===== src/rtl/mpuc_twiddle_seq.sv =====
// mpuc_twiddle_seq: feeds samples to the 0.924/0.383 twiddle multiplier and realigns results into an indexed in-order stream
module mpuc_twiddle_seq #(
  parameter int          total_bits = 32,
  parameter logic [15:0] MPYJ_MASK  = 16'h0000,
  parameter logic [15:0] C383_MASK  = 16'h0000,
  parameter logic [15:0] BYP_MASK   = 16'hFFFF
) (
  input  logic                  CLK,
  input  logic                  RSTN,
  input  logic                  ED,
  input  logic                  START,
  input  logic                  IN_VALID,
  output logic                  IN_READY,
  input  logic [total_bits-1:0] IR,
  input  logic [total_bits-1:0] II,
  output logic                  M_DS,
  output logic                  M_MPYJ,
  output logic                  M_C383,
  output logic [total_bits-1:0] M_DR,
  output logic [total_bits-1:0] M_DI,
  input  logic [total_bits-1:0] M_DOR,
  input  logic [total_bits-1:0] M_DOI,
  output logic                  OUT_VALID,
  output logic [total_bits-1:0] OUT_RE,
  output logic [total_bits-1:0] OUT_IM,
  output logic [3:0]            OUT_IDX,
  output logic                  OUT_FIRST
);
  typedef enum logic {PH_RE, PH_IM} phase_t;
  phase_t                phase;
  logic [3:0]            idx, cur_idx;
  logic                  accept;
  logic [4:0]            dl_v, dl_byp;
  logic [3:0]            dl_idx [5];
  logic [total_bits-1:0] dl_re [5], dl_im [5];
  assign IN_READY = RSTN & (phase == PH_RE);
  assign accept   = ED & IN_VALID & IN_READY;
  assign cur_idx  = START ? 4'd0 : idx;
  // stage 4 of the delay line lines up with the multiplier result settling
  always_ff @(posedge CLK or negedge RSTN)
    if (!RSTN) begin
      phase     <= PH_RE;
      idx       <= '0;
      M_DS      <= 1'b0;
      M_MPYJ    <= 1'b0;
      M_C383    <= 1'b0;
      M_DR      <= '0;
      M_DI      <= '0;
      dl_v      <= '0;
      dl_byp    <= '0;
      OUT_VALID <= 1'b0;
      OUT_FIRST <= 1'b0;
      OUT_IDX   <= '0;
      OUT_RE    <= '0;
      OUT_IM    <= '0;
      for (int i = 0; i < 5; i++) begin
        dl_idx[i] <= '0;
        dl_re[i]  <= '0;
        dl_im[i]  <= '0;
      end
    end else if (ED) begin
      phase <= accept ? PH_IM : PH_RE;
      idx   <= accept ? cur_idx + 4'd1 : cur_idx;
      M_DS  <= accept;
      if (accept) begin
        M_DR   <= IR;
        M_DI   <= II;
        M_MPYJ <= MPYJ_MASK[cur_idx];
        M_C383 <= C383_MASK[cur_idx];
      end
      dl_v      <= {dl_v[3:0], accept};
      dl_byp    <= {dl_byp[3:0], BYP_MASK[cur_idx]};
      dl_idx[0] <= cur_idx;
      dl_re[0]  <= IR;
      dl_im[0]  <= II;
      for (int i = 1; i < 5; i++) begin
        dl_idx[i] <= dl_idx[i-1];
        dl_re[i]  <= dl_re[i-1];
        dl_im[i]  <= dl_im[i-1];
      end
      OUT_VALID <= dl_v[4];
      OUT_FIRST <= dl_v[4] && dl_idx[4] == 4'd0;
      if (dl_v[4]) begin
        OUT_IDX <= dl_idx[4];
        OUT_RE  <= dl_byp[4] ? dl_re[4] : M_DOR;
        OUT_IM  <= dl_byp[4] ? dl_im[4] : M_DOI;
      end
    end
endmodule


===== config.mk =====
export PLATFORM = sky130hd
export DESIGN_NAME = mpuc_twiddle_seq
export DESIGN_NICKNAME = d
export VERILOG_FILES = /design/src/rtl/mpuc_twiddle_seq.sv
export SDC_FILE = /design/constraint.sdc
export NUM_CORES = 1
export LEC_CHECK = 0
export ABC_AREA = 1
export ABC_CLOCK_PERIOD_IN_PS = 1400
export BUFFER_PORTS_ARGS = -buffer_cell sky130_fd_sc_hd__buf_2
export CAP_MARGIN = 30
export CORE_MARGIN = 2
export CORE_UTILIZATION = 45
export CTS_CLUSTER_DIAMETER = 40
export CTS_CLUSTER_SIZE = 14
export DETAILED_ROUTE_END_ITERATION = 12
export PLACE_DENSITY = 0.65
export REMOVE_ABC_BUFFERS = 1
export SYNTH_ARGS = -nofsm -noshare
export SYNTH_HDL_FRONTEND = slang
export SYNTH_SLANG_ARGS = --single-unit
export TNS_END_PERCENT = 20

===== constraint.sdc =====
create_clock -name CLK -period 1.4 [get_ports CLK]
set_clock_uncertainty 0.05 [all_clocks]
set_input_delay 0.28 -clock CLK [delete_from_list [all_inputs] [get_ports CLK]]
set_output_delay 0.28 -clock CLK [all_outputs]
set_load 0.02 [all_outputs]

# After elaboration in Yosys (flattened, before gate mapping)
# Memory sizes are Yosys's and may differ from the RTL's. A register that Yosys moved wholly into a read port is not among the register bits.
# Index checks and enable logic that the tools add are counted.
# word_totals
wordCells,47
output_inout_bits,138
inputBits,133
register_bits,490
mem_bits_ro,32
mem_count,2
# memory_table
name,depth,width,read_ports,rd_ports_with_merged_regs,wr,line_no,text
(no name shown),16,1,1,1,0,72,"dl_byp <= {dl_byp[3:0], BYP_MASK[cur_idx]};"
(no name shown),16,1,1,1,0,69,M_C383 <= C383_MASK[cur_idx];
# op_classes
magnitude_cmp,1
mux,6
add_sub_neg,1
n_bitwise,4
n_reduce_logical,6
# ops
op,count
32-bit 2-to-1 mux,2
4-bit 2-to-1 mux,2
4-bit by 5-bit less-than comparator with 1-bit output (second input constant),1
4-bit by 1-bit adder with 4-bit output (second input constant),1
4-bit logical NOT,1
2-bit AND reduction,2
1-bit AND,3
1-bit logical NOT,2
1-bit 2-to-1 mux,2
1-bit logical AND,1
1-bit NOT,1

# Longest topological paths before layout
# Gate-level depths: netlist of run 1.
# logic_depth
word_depth,4
ltp_mapped,8
mapped_depth_nobuf,8

# Worst setup path before layout of run 1
# Ideal clock, no wire load.
# synth_timing
path_type,register -> register
start,"register, netlist name dl_v[0]"
end,register M_DI[13]
required_ps,1234
setup_time_ps,116
path_buffers,2
synth_period_minus_slack_ps,1545
path_stages_with_launch,7
setup_slack_ps,-145
arrival_time_ps,1378
path_cell_list,dfrtp_1 nor2_1 nand2_2 buf_4 buf_6 nand2_1 nand2_1
# synth_lines
element,line_no,text
end signal: assignment,48,M_DI <= '0;
end signal: assignment,67,M_DI <= II;
end: declaration,20,"output logic [total_bits-1:0] M_DI,"

==> results_dict.tcl, run 1 <==
set metrics [dict create \
    ys_top_cells_by_area "dfrtp_1 (65%), nand2_1 (24%), a21oi_1 (3.4%), o21ai_0 (1.5%), nor2_1 (1.4%)" \
    synth.most_common_cell "nand2_1" \
    antenna_left 0 \
    initial_utilization_pct 45.3 \
    ff2ff_setup_slack_ps -10 \
    maxCapViolations 0 \
    critical_path_arrival_ps 1240 \
    power_density_nw_per_um2 1700 \
    syn_to_final_growth_pct 33.9 \
    post_dp_cell_area_um2 21200 \
    critPathKind "reg2out" \
    grt_pass1_vias 14800 \
    synth.avg_cell_area_um2 8.85 \
    via_per_inst 4.76 \
    syn-cell-area_um2 18900 \
    synth_seq_cells 488 \
    yosysSeqAreaShare_pct 64.7 \
    ys_warn_count 0 \
    dieHeight_um 209 \
    yosys.area.top_type "dfrtp_1" \
    maxSlewViolCount 0 \
    fin_nets 2695 \
    cp-end-kind "output port" \
    leakagePower_nw 13.5 \
    timing.rr.end "M_DI[18]" \
    routed-via-count 15000 \
    cts_buffers 61 \
    syn_inst 2134 \
    hold_viol 0 \
    cp-start-kind "register" \
    clock_latency_ps 600 \
    worstMarginPinSlew_ps 740 \
    period_minus_slack_ps 1570 \
    antenna_found_initial 1 \
    die_w_um 209 \
    hold_class "in2async" \
    rows 75 \
    synth-edff-count 0 \
    cts_buffer_depth 3 \
    clk_pin_slew_ps 60 \
    async_flop_share_pct 100 \
    cp_max_fo 3 \
    cts_tree "yes" \
    yosysUniqueCellTypes 20 \
    power_mw 43.0 \
    seq_area_um2 12200 \
    synth_commonest_cells "nand2_1 (1,215), dfrtp_1 (488), a21oi_1 (128), nor2_1 (70), o21ai_0 (58)" \
    nFillCells 3511 \
    grt_use_total_pct 20.5 \
    gp_congestion 0.784 \
    vdd_drop_max_mv 1.09 \
    coreArea_um2 41700 \
    setup_slack_ps -171 \
    fin_setup_tns_ps -8550 \
    io_pins 271 \
    holdWs_ps 171 \
    status "complete, but fails checks" \
    reg2regPathDepth 6 \
    final_area_um2 25300 \
    grt_first_pass_wirelength_um 73800 \
    drc 0 \
    dr.pass1.iters 5 \
    io_buffers 268 \
    violations "negative setup slack" \
    yosys.area.top_type_share_pct 64.7 \
    place_worst_setup_slack_ps 46.1 \
    routed_wire_length_per_instance_um 14.2 \
    grt_max_degree 127 \
    required_ps 1070 \
    post-route-period-util_pct 112 \
    drtIter0Drc 977 \
    overflow 0 \
    routed_wl_um 44600 \
    fmax_ghz 0.636 \
    die_area_um2 43600 \
    ys.flop_type "dfrtp_1" \
    maxSlewHeadroom_pct 50.7 \
    reg2reg_from "dl_v[0]" \
    cts_max_level 2 \
    multi_input_area_um2 5870 \
    cts_sinks 488 \
    drive_gt1_share_pct 18.1 \
    cts_root_buffer "clkbuf_16" \
    grt_setup_unrepaired "true" \
    setup_viol 137 \
    dp_hpwl_um 26500 \
]
[report_power, final]
group | switching [mW] | total, mW | internal (mW)
Sequential | 1.47 | 18.1 | 16.6
Combinational | 4.85 | 8.49 | 3.64
Clock | 6.22 | 16.4 | 10.2
[layout by cell type (no fill, tap or decap), types with 3 or more instances in the layout]
cell type	instances
clkbuf_8	10
dfrtp_1	487
nand3_1	6
clkbuf_1	3
inv_6	7
clkbuf_16	62
dlygate4sd3_1	132
o21ai_0	57
nand2_1	1215
bufinv_16	8
inv_2	3
buf_12	39
buf_2	205
a21oi_1	128
buf_6	61
clkinv_4	5
inv_8	3
buf_4	46
clkinvlp_4	6
inv_1	35
clkinv_2	9
nor2_1	69
[timing repair]
item | CTS | global route
setup buffers | 13 | 17
hold buffers | 132 | 0
pin swaps | 1 | 0
resized for setup | 64 | 61
hold endpoints to repair | 477 | 0
endpoints found under the setup margin | 136 | 143
[registers in the layout (all words and copies together), names as in the netlist, 5 cells and up]
register / flops
dl_idx: 20
OUT_RE: 32
M_DI: 32
dl_v: 5
dl_byp: 5
dl_im: 160
OUT_IM: 32
dl_re: 160
M_DR: 32
[stage by stage]
| step | std cells | util (%) |
|---|---|---|
| after floorplan | 2013 | - |
| after global placement | 2875 | 50.8 |
| after detailed placement | 2875 | 50.8 |
| after CTS | 3134 | 59.9 |
| after global routing | 3152 | 60.7 |
| final | 3152 | 60.7 |
[per-layer routing]
layer	routed length [um]	track usage, %	up-vias
met5	0	0	-
met4	1010	7.19	0
met3	1810	2.96	79
met2	22200	34.3	343
met1	19600	27.5	7144
li1	-	-	7423
[layout make-up]
| cell class | instances | area share (%) |
|---|---|---|
| Antenna cell | 1 | 0.00989 |
| Clock buffer | 75 | 6.72 |
| Clock inverter | 39 | 1.94 |
| Inverter | 39 | 0.609 |
| Multi-Input combinational cell | 1486 | 23.2 |
| Sequential cell | 488 | 48.3 |
| Tap cell | 539 | 2.67 |
| Timing Repair Buffer | 485 | 16.6 |
[worst max path at each step]
stage | from | to | slack [ps] | depth (start not counted)
detailed placement | RSTN | M_DR[12] | 50 | 6
global route | dl_v[0] | IN_READY | -240 | 2
global placement | ED | OUT_IM[4] | 130 | 5
CTS | dl_v[0] | IN_READY | -220 | 2
finish | dl_v[0] | IN_READY | -170 | 2
floorplan | ED | dl_byp[1] | -2220 | 2
[critical path: stages, from the launching register on]
cell and delay, ps:
dfrtp_1 410, nor2_4 110, buf_6 130
[logic make-up (layout without fill, tap and decap cells)]
| family | count (synthesis) | count (layout) | share of synthesized area, % |
|---|---|---|---|
| AO/OA/AOI/OAI | 187 | 187 | 4.97 |
| flip-flops | 488 | 488 | 64.7 |
| adder cells (fa/ha/maj) | 1 | 1 | 0.0662 |
| AND/OR/NAND/NOR | 1296 | 1296 | 25.9 |
| other | 1 | 3 | 0.0199 |
| buffers and inverters | 161 | 638 | 4.39 |
No activity file was read; power rests on OpenSTA's default activity.
==> run 2: changes to the inputs <==
--- a/config.mk
+++ b/config.mk
@@ -15,7 +15,6 @@
 export CTS_CLUSTER_SIZE = 14
 export DETAILED_ROUTE_END_ITERATION = 12
 export PLACE_DENSITY = 0.65
-export REMOVE_ABC_BUFFERS = 1
 export SYNTH_ARGS = -nofsm -noshare
 export SYNTH_HDL_FRONTEND = slang
 export SYNTH_SLANG_ARGS = --single-unit
==> results_dict.tcl, run 2 (same netlist as run 1, synthesis figures left out) <==
set metrics [dict create \
    antenna_left 0 \
    period_minus_slack_ps 1560 \
    grt_use_total_pct 21.5 \
    worstHoldEndpoint "M_DR[2]" \
    syn_to_final_growth_pct 33.5 \
    cpPeakStageDelay_ps 420 \
    grt_pass1_vias 14800 \
    cp_max_fo 3 \
    instances_no_fill 3127 \
    reg2reg_from "dl_v[4]" \
    dr.pass1.iters 5 \
    routed_wire_length_per_instance_um 14.8 \
    rows 75 \
    grt_max_degree 94 \
    critPathKind "reg2out" \
    setup_slack_ps -155 \
    fmax_ghz 0.643 \
    diodes 0 \
    cts_max_level 3 \
    cts_root_buffer "clkbuf_16" \
    hold_viol 0 \
    worstHoldStart "IN_VALID" \
    cts_buffer_depth 3 \
    cts_tree "yes" \
    critPathSlowestCell "dfrtp_1" \
    timing.rr.end "OUT_IM[14]" \
    post-route-period-util_pct 111 \
    initial_utilization_pct 45.3 \
    maxSlewViolCount 0 \
    io_pins 271 \
    routed_wl_um 46100 \
    cp_top_family "flip-flops" \
    die_area_um2 43600 \
    clock_latency_ps 580 \
    required_ps 1070 \
    final_area_um2 25200 \
    drtIter0Drc 1273 \
    grt_setup_unrepaired "true" \
    hold_class "in2reg" \
    reg2regPathDepth 5 \
    fin_nets 2668 \
    dieHeight_um 209 \
    overflow 0 \
    critical_path_arrival_ps 1230 \
    maxCapViolations 0 \
    power_mw 45.2 \
    layout_commonest_cell "nand2_1" \
    clk_pin_slew_ps 50 \
    cp-start-kind "register" \
    power_density_nw_per_um2 1790 \
    dpl.cell_count 2867 \
    vdd_drop_max_mv 0.888 \
    reg.largest.list "dl_im x160, dl_re x160" \
    routed-via-count 14800 \
    path_cells "nor2_4 > buf_6" \
    violations "negative setup slack" \
    cts_buffers 68 \
    status "complete, but fails checks" \
    setup_viol 136 \
    die_w_um 209 \
    ff2ff_setup_slack_ps 100 \
    grt_first_pass_wirelength_um 76900 \
    cp-end-kind "output port" \
    drive_gt1_share_pct 17.5 \
    dp_hpwl_um 29100 \
    hold_depth 6 \
    post-route-util_pct 60.5 \
    cts_sinks 488 \
    final_cell_mix "nand2_1 (1,215), dfrtp_1 (487), buf_2 (224)" \
    via_per_inst 4.75 \
    antenna_found_initial 0 \
    coreArea_um2 41700 \
    cp_num_buf_inv 1 \
    io_buffers 268 \
    drc 0 \
    leakagePower_nw 13.4 \
    post_dp_cell_area_um2 21000 \
    gp_congestion 0.808 \
]
-- run 2: cell count changes in the layout (fill, tap and decap cells not counted), moves of 3 or more --
cell,previous run,this run
clkinv_2,9,6
buf_2,205,224
buf_12,39,30
clkbuf_16,62,70
buf_4,46,21
clkinv_4,5,2
buf_6,61,42
bufinv_16,8,16
inv_6,7,17
clkbuf_8,10,5
-- run 2: worst max path at each step --
| stage | endpoint | start | slack, ps | depth (start not counted) |
|---|---|---|---|---|
| floorplan | M_DI[13] | dl_v[0] | 60 | 6 |
| global placement | OUT_RE[27] | ED | 110 | 5 |
| detailed placement | OUT_RE[27] | ED | 90 | 5 |
| CTS | IN_READY | dl_v[0] | -190 | 2 |
| global route | IN_READY | dl_v[0] | -210 | 2 |
| finish | IN_READY | dl_v[0] | -160 | 2 |
-- run 2: layer usage --
layer	wire [um]	vias up	share of wire, %	track usage [%]
li1	-	7392	-	-
met1	23600	6989	51	33.6
met2	19400	387	42	30.4
met3	2120	77	4.6	3.71
met4	935	0	2.0	6.95
met5	0	-	0	0
-- run 2: final cells by class --
cell class / instances / area (um2)
fill: 3541 / 16500
sequential: 488 / 12200
multi-input combinational: 1486 / 5870
timing repair buffer: 451 / 3740
clock buffer: 77 / 1830
clock inverter: 47 / 734
tap: 539 / 674
inverter: 39 / 154
-- run 2: metrics by stage --
stage               TNS (ps)  worst slack (ps)  hold WS [ps]
floorplan                  0              57.9         -65.6
global placement           0               111           248
detailed placement         0              87.9           259
CTS                   -24410              -188           150
global route          -10740              -206           194
finish                 -5210              -155           181
-- run 2: worst register-to-register path: stages, from the launching register on --
cell and delay, ps:
dfrtp_1 440, nand2_8 130, inv_2 150, buf_12 220
nor2_1 80, a21oi_1 160
-- run 2: repair_timing --
action                                  4_1_cts  5_1_grt
gates resized for setup                      56       35
buffers inserted                              5        0
hold endpoints to repair                    250        0
hold buffers                                131        0
pin swaps                                     1        0
endpoints found under the setup margin      136      354
-- run 2: report_power, final --
group	internal [mW]	switching [mW]
clock network	12.5	6.57
registers	16.6	1.57
logic	3.24	4.70
==> run 3: changes to the inputs <==
--- a/config.mk
+++ b/config.mk
@@ -14,7 +14,7 @@
 export CTS_CLUSTER_DIAMETER = 40
 export CTS_CLUSTER_SIZE = 14
 export DETAILED_ROUTE_END_ITERATION = 12
-export PLACE_DENSITY = 0.65
+export PLACE_DENSITY = 0.64
 export SYNTH_ARGS = -nofsm -noshare
 export SYNTH_HDL_FRONTEND = slang
 export SYNTH_SLANG_ARGS = --single-unit
==> constraint.sdc (replaced) <==
create_clock -name CLK -period 1.4 [get_ports CLK]
set_clock_uncertainty 0.05 [all_clocks]
set_input_delay 0.28 -clock CLK [delete_from_list [all_inputs] [get_ports CLK]]
set_output_delay 0.28 -clock CLK [all_outputs]
set_load 0.05 [all_outputs]
==> results_dict.tcl, run 3 (same netlist as run 1, synthesis figures left out) <==
set metrics [dict create \
    critPathSlowestCell "dfrtp_2" \
    period_minus_slack_ps 1620 \
    routed_wl_um 46800 \
    holdWs_ps -16.2 \
    cts_buffers 68 \
    cts_tree "yes" \
    post_dp_cell_area_um2 20900 \
    cts_sinks 488 \
    rows 75 \
    via_per_inst 4.72 \
    post-route-util_pct 61.4 \
    io_pins 271 \
    path_cells "nor2_4 > buf_8" \
    grt_use_total_pct 21.8 \
    routed_wire_length_per_instance_um 15.0 \
    setup_viol 136 \
    reg2regPathDepth 6 \
    layout_commonest_cell "nand2_1" \
    io_buffers 268 \
    maxSlewViolCount 0 \
    coreArea_um2 41700 \
    endpoint "IN_READY" \
    fin_nets 2665 \
    hold_viol 11 \
    cts_max_level 3 \
    ff2ff_setup_slack_ps 110 \
    post-route-period-util_pct 116 \
    timing.rr.end "M_DI[18]" \
    die_area_um2 43600 \
    final_area_um2 25600 \
    dieHeight_um 209 \
    routed-via-count 14800 \
    grt_pass1_vias 14800 \
    cp_max_fo 3 \
    place_worst_setup_slack_ps 94.8 \
    clk_pin_slew_ps 60 \
    drive_gt1_share_pct 17.3 \
    reg2reg_from "dl_v[0]" \
    drc 0 \
    grt_first_pass_wirelength_um 77500 \
    grt_max_degree 91 \
    cp-start-kind "register" \
    dr.pass1.iters 6 \
    gp_congestion 0.806 \
    initial_utilization_pct 45.3 \
    critical_path_arrival_ps 1290 \
    crit_start "dl_v[0]" \
    violations "negative hold slack, negative setup slack" \
    final_cell_mix "nand2_1 (1,215), dfrtp_1 (486), buf_6 (134)" \
    vdd_drop_max_mv 1.10 \
    reg.largest.list "dl_im x160, dl_re x160" \
    fmax_ghz 0.616 \
    setup_slack_ps -224 \
    status "complete, but fails checks" \
    maxCapViolations 0 \
    overflow 0 \
    antenna_left 0 \
    diodes 0 \
    power_density_nw_per_um2 1910 \
    grt_setup_unrepaired "true" \
    cts_root_buffer "clkbuf_16" \
    leakagePower_nw 13.5 \
    hold_class "in2async" \
    cpPeakStageDelay_ps 430 \
    cts_buffer_depth 3 \
    drtIter0Drc 1194 \
    antenna_found_initial 1 \
    required_ps 1070 \
    syn_to_final_growth_pct 35.5 \
    die_w_um 209 \
    clock_latency_ps 580 \
    cp-end-kind "output port" \
    critPathKind "reg2out" \
    dp_hpwl_um 28500 \
]
[run 3: worst min path at each step]
stage	start	endpoint	slack, ps	cells past startpoint
final	RSTN	dl_im[27]	-20	3
after global routing	RSTN	dl_im[103]	-20	3
after CTS	ED	dl_re[97]	30	4
after detailed placement	RSTN	dl_v[1]	50	1
after global placement	RSTN	dl_v[1]	40	1
after floorplan	RSTN	M_DI[0]	-70	0
[run 3: through the flow]
stage	instances	TNS [ps]	total power, mW
floorplan	2135	-4670	25.2
global placement	2859	0	28.0
detailed placement	2859	0	28.2
CTS	3115	-12070	49.0
global route	3125	-13200	51.0
finish	3125	-8280	48.8
[run 3: routing by layer]
layer  vias to the layer above  global-route usage, %  wire [um]
met5                         -                      0          0
met4                         0                   6.82        867
met3                        69                   3.97       2450
met2                       407                   30.1      19400
met1                      6906                   34.5      24100
li1                       7381                      -          -
[run 3: final cells by class]
| cell class | instances | area, um2 |
|---|---|---|
| clock buffer | 82 | 1860 |
| clock inverter | 43 | 612 |
| fill | 3546 | 16100 |
| inverter | 39 | 154 |
| multi-input combinational | 1486 | 5860 |
| sequential | 488 | 12200 |
| tap | 539 | 674 |
| timing repair buffer | 448 | 4210 |
[run 3: timing repair]
action | CTS | global route
buffers inserted | 2 | 9
resized for setup | 271 | 2
endpoints found under the hold margin | 592 | 2
gates cloned | 0 | 0
setup endpoints to repair | 136 | 222
hold buffers | 129 | 1
[run 3: where the power goes]
part | internal (mW) | leakage (nW) | switching, mW
registers | 16.6 | 6.10 | 1.72
clock network | 11.8 | 1.20 | 6.54
logic | 4.31 | 6.22 | 7.76
[run 3: worst max-delay path: cells and delay by family (launching register included)]
| kind | cells | cell delay (ps) |
|---|---|---|
| simple gates | 1 | 120 |
| flops | 1 | 430 |
| buf+inv | 1 | 160 |
